$ cat config.mk
export PLATFORM = sky130hd
export DESIGN_NAME = dependence_stream
export DESIGN_NICKNAME = d
export VERILOG_FILES = /design/src/rtl/dependence_stream.sv
export SDC_FILE = /design/constraint.sdc
export NUM_CORES = 1
export LEC_CHECK = 0
export ABC_AREA = 1
export CAP_MARGIN = 10
export CORE_MARGIN = 2
export CORE_UTILIZATION = 40
export CTS_BUF_LIST = sky130_fd_sc_hd__clkbuf_8
export DETAILED_ROUTE_END_ITERATION = 16
export PLACE_DENSITY = 0.77
export SLEW_MARGIN = 15
export SYNTH_ARGS = -nofsm -noshare
export SYNTH_HDL_FRONTEND = slang
export SYNTH_SLANG_ARGS = --single-unit
$ cat constraint.sdc
create_clock -name clk -period 2.1 [get_ports clk]
set_input_delay 0.42 -clock clk [delete_from_list [all_inputs] [get_ports clk]]
set_output_delay 0.42 -clock clk [all_outputs]
set_load 0.05 [all_outputs]
$ cat src/rtl/dependence_stream.sv
// rtl/dependence_stream.sv - pipelined bitwise dependence function with valid/ready flow control
module dependence_stream #(
    parameter int WIDTH = 8,
    parameter int DEPTH = 2,
    parameter int CNT_W = 16
) (
    input  logic                       clk,
    input  logic                       rst,
    input  logic                       in_valid,
    output logic                       in_ready,
    input  logic [WIDTH-1:0]           port_a,
    input  logic [WIDTH-1:0]           port_b,
    input  logic [WIDTH-1:0]           port_c,
    input  logic [1:0]                 mode,
    output logic                       out_valid,
    input  logic                       out_ready,
    output logic [WIDTH-1:0]           out_q,
    output logic [$clog2(WIDTH+1)-1:0] out_cnt,
    output logic [CNT_W-1:0]           hit_count,
    input  logic                       hit_clr
);

    localparam int CW = $clog2(WIDTH+1);
    localparam logic [CNT_W-1:0] HIT_MAX = '1;

    logic [DEPTH-1:0] stage_v;
    logic [DEPTH-1:0] load;
    logic [WIDTH-1:0] stage_q   [DEPTH];
    logic [CW-1:0]    stage_cnt [DEPTH];
    logic [WIDTH-1:0] func_q;
    logic [CW-1:0]    func_cnt;

    // Mode-selected bitwise function of the presented operands
    always_comb begin
        func_q = '0;
        case (mode)
            2'd0:    func_q = port_b & (port_a | port_c);
            2'd1:    func_q = port_a & port_b;
            2'd2:    func_q = port_a | port_b | port_c;
            2'd3:    func_q = port_a ^ port_b ^ port_c;
            default: func_q = '0;
        endcase
    end

    // Popcount of the function result, carried down the pipe with the word
    always_comb begin
        func_cnt = '0;
        for (int i = 0; i < WIDTH; i++) begin
            func_cnt = func_cnt + CW'(func_q[i]);
        end
    end

    // Load chain: a stage loads when empty or when the stage after it moves on
    always_comb begin
        logic carry;
        load  = '0;
        carry = !stage_v[DEPTH-1] || out_ready;
        load[DEPTH-1] = carry;
        for (int s = DEPTH-2; s >= 0; s--) begin
            carry   = !stage_v[s] || carry;
            load[s] = carry;
        end
    end

    // Stage registers; data only changes when a valid word arrives, so the
    // output word holds its last value across bubbles
    always_ff @(posedge clk or posedge rst) begin
        if (rst) begin
            stage_v <= '0;
            for (int s = 0; s < DEPTH; s++) begin
                stage_q[s]   <= '0;
                stage_cnt[s] <= '0;
            end
        end else begin
            if (load[0]) begin
                stage_v[0] <= in_valid;
                if (in_valid) begin
                    stage_q[0]   <= func_q;
                    stage_cnt[0] <= func_cnt;
                end
            end
            for (int s = 1; s < DEPTH; s++) begin
                if (load[s]) begin
                    stage_v[s] <= stage_v[s-1];
                    if (stage_v[s-1]) begin
                        stage_q[s]   <= stage_q[s-1];
                        stage_cnt[s] <= stage_cnt[s-1];
                    end
                end
            end
        end
    end

    // Saturating count of nonzero results leaving the block; clear has priority
    always_ff @(posedge clk or posedge rst) begin
        if (rst) begin
            hit_count <= '0;
        end else if (hit_clr) begin
            hit_count <= '0;
        end else if (out_valid && out_ready && (out_q != '0) && (hit_count != HIT_MAX)) begin
            hit_count <= hit_count + CNT_W'(1);
        end
    end

    assign in_ready  = load[0];
    assign out_valid = stage_v[DEPTH-1];
    assign out_q     = stage_q[DEPTH-1];
    assign out_cnt   = stage_cnt[DEPTH-1];

endmodule

==> flow_summary_export.csv <==
group,metric,value,unit
pwr,finalPower,3.01,mW
die,ios,61,
pwr,pwr-share-seq,35.9,%
synthesis,synth_most_common_cell,"nand2_1",
sta,timing.hold.ws,0.480,ns
synthesis,synth_area_leaders,"dfrtp_1, nand2_1, inv_1",
finish,fillers,602,
detailed_routing,firstDrtPassIters,4,
critical_path,path_max_fanout,2,
die,die_w,87.6,µm
synthesis,yosysSeqAreaShare,37.6,%
clocking,worstSkewPairLatency,0.30,ns
placed_design,post-dp-hpwl,4880,µm
finish,finalNetCount,489,
synthesis,synth_ff_type,"dfrtp_1",
synthesis,synth_area_leader_cell,"dfrtp_1",
global_route,overflow,0,
synthesis,synth.cell_area,0.00280,mm²
global_route,antenna_found_initial,0,
critical_path,crit_chain,"buf_8, inv_8, ha_4, nor2_1, nor2_1, nand2_1, and3_4, fa_1, fa_1, inv_2, fa_2, inv_2, ha_4, inv_2, fa_2, o21ai_2",
critical_path,worst-setup-path-type,"primary input to flip-flop",
pwr,combPwrFrac,46.7,%
sta,finalWorstSetupSlack,-1.17,ns
sta,post-route-period-util,156,%
placed_design,port_buffers,60,
pwr,intPower,1.79,mW
critical_path,critPathRequiredTime,2.29,ns
die,chipHeight,87.6,µm
job,maxCapViolCount,0,
clocking,clockBufferDepth,2,
sta,slew_headroom,63.6,%
synthesis,avgSynthCellArea,7.75,µm²
critical_path,critPathMaxStageDelay,0.56,ns
pwr,powerDensity,769,mW/mm²
status,outcome,"finished, violations left",
sta,fin_worst_skew,0.00434,ns
synthesis,ys.warnings.count,0,
die,die-area,0.00768,mm²
detailed_routing,highest_layer,"met4",
detailed_routing,drt-total-wl,6510,µm
synthesis,synth.top_cells.by_count,"nand2_1, dfrtp_1, inv_1",
global_route,grt_pass1_vias,2566,
critical_path,critPathTopFamily,"adder cells",
die,core_region_area,0.00679,mm²
pwr,peakVddDrop,0.303,mV
detailed_routing,final_antenna_net_count,0,
clocking,clk_pin_slew,0.08,ns
critical_path,end_kind,"flip-flop",
die,initial_core_util,41.2,%
placed_design,post-place-ws,-2.12,ns
pwr,power.leakage,1.91,nW
detailed_routing,remaining_drc_errors,0,
detailed_routing,drt-met1-wl,2750,µm
clocking,cts-buffers-inserted,5,
synthesis,ys_ff_latch,42,
finish,syn_to_final_growth,39.9,%
sta,max_freq,0.305,GHz
synthesis,synth_cells,361,
die,rows,30,
sta,finalHoldViolCount,0,
synthesis,synth-edff-count,0,
finish,n_antenna_cell,0,
pwr,sw_frac_of_total,40.5,%
synthesis,async_flop_share,100,%
status,violations,"negative setup slack",
detailed_routing,wl_met2,3370,µm
finish,drive_gt1_share,22.6,%
global_route,grt_pass1_wl,11100,µm
critical_path,crit_buf_inv,5,
critical_path,cp.arrival,3.47,ns
sta,drv_slew,0,
global_route,track_usage,17.8,%
detailed_routing,wire_per_inst,12.1,µm
detailed_routing,avgViaCountPerCell,4.83,
critical_path,crit_top_cell,"inv_2",
hold_path,hold_path.class,"flip-flop to flip-flop",
synthesis,yosysUniqueCellTypes,32,
detailed_routing,num_vias,2606,
clocking,cts_num_sinks,42,
sta,worst_pin_slew,0.545,ns
detailed_routing,wl_met3,274,µm
pwr,switchingPower,1.22,mW
sta,setup_violations,4,
synthesis,synth_top_area_share,37.6,%
clocking,cts_tree,"yes",
clocking,cts-root-buf,"clkbuf_8",
critical_path,crit_slowest_cell,"fa_2",
sta,fin_crit,3.27,ns
critical_path,critPathLaunchType,"primary input",
pwr,clkPwrFrac,17.4,%
synthesis,synth_nets,408,
sta,rsz0062_at_grt,"yes",
global_route,grt_max_degree,43,
placed_design,gp_congestion,0.865,
detailed_routing,drt_iter0_drc,93,
clocking,cts_max_level,2,
layer usage:
metal | global-route usage [%] | vias to the layer above
met3 | 3.49 | 11
met5 | 0 | -
met2 | 33.0 | 69
li1 | - | 1314
met1 | 20.6 | 1212
met4 | 5.59 | 0
metrics by stage:
step / area (µm²) / TNS [ns] / utilization, % / std cells
floorplan: 2880 / -4.51 / - / 361
global placement: 3680 / -7.44 / 54.2 / 523
detailed placement: 3680 / -7.72 / 54.2 / 523
CTS: 3810 / -4.63 / 56.0 / 535
global route: 3920 / -4.69 / 57.6 / 539
finish: 3920 / -4.18 / 57.6 / 539
worst paths after layout:
kind	startpoint	to	slack, ns	cells after the start
worst max-delay path	port_a[1]	stage_cnt[5]	-1.17	16
worst min-delay path	stage_q[10]	stage_q[10]	0.48	2
worst max register to register	hit_count[0]	hit_count[9]	0.39	9
worst min register to register	stage_q[10]	stage_q[10]	0.48	2
max in group asynchronous	rst	hit_count[0]	1.19	3
min in group asynchronous	rst	out_cnt[2]	0.55	3
layout by cell type (no fill, tap or decap), types with 7 or more instances in the layout:
cell and instances:
mux2_1 7, nand2_1 95, inv_2 12, buf_4 30
nor2_1 35, inv_1 31, a21oi_1 8, nand3_1 19
clkdlybuf4s50_1 46, dfrtp_1 42, nand4_1 14, o21ai_1 12
area by class of cell:
| type | count | area (µm²) | share of cell area [%] |
|---|---|---|---|
| clock buffer | 5 | 68.8 | 1.76 |
| inverter | 47 | 204 | 5.21 |
| tap | 96 | 120 | 3.07 |
| clock inverter | 3 | 21.3 | 0.543 |
| timing repair buffer | 92 | 863 | 22.1 |
| multi-input combinational | 254 | 1590 | 40.5 |
| sequential | 42 | 1050 | 26.8 |
repair_timing:
action | 4_1_cts | 5_1_grt
gates resized for setup | 37 | 27
pin swaps | 16 | 20
hold buffers | 0 | 0
buffers inserted | 4 | 5
setup endpoints to repair | 4 | 4
cells by family (layout without fill, tap and decap cells):
group                      count (synthesis)  after routing  synth area share [%]
and+or+nand+nor                          183            183                  29.3
muxes                                     11             11                  4.43
DFF                                       42             42                  37.6
buffers and inverters                     65            147                  10.7
xor gates and xnor gates                   9              9                  2.82
AOI/OAI and AO/OA                         35             35                  6.98
adders and majority gates                 16             16                  8.23
worst register-to-register path, stage by stage, from the launching register on:
cell and delay, ns:
dfrtp_1 0.42, ha_1 0.24, nand2_1 0.10, nor2_2 0.07, nand2_4 0.11, nor2_8 0.05
nor2_4 0.36, nor2_8 0.12, nand2_1 0.09, nand2_1 0.05
power groups by stage:
stage | Clock [mW] | Sequential, mW | Combinational [mW]
floorplan | 0 | 1.09 | 0.978
global placement | 0 | 1.09 | 1.27
detailed placement | 0 | 1.10 | 1.31
CTS | 0.544 | 1.09 | 1.33
global route | 0.584 | 1.10 | 1.52
finish | 0.525 | 1.08 | 1.41
sequential cells by signal, indices dropped and copies added (netlist names):
signal     count
stage_q        8
stage_cnt      4
out_cnt        4
stage_v        2
out_q          8
hit_count     16
Power figures use the tool's default switching activity.
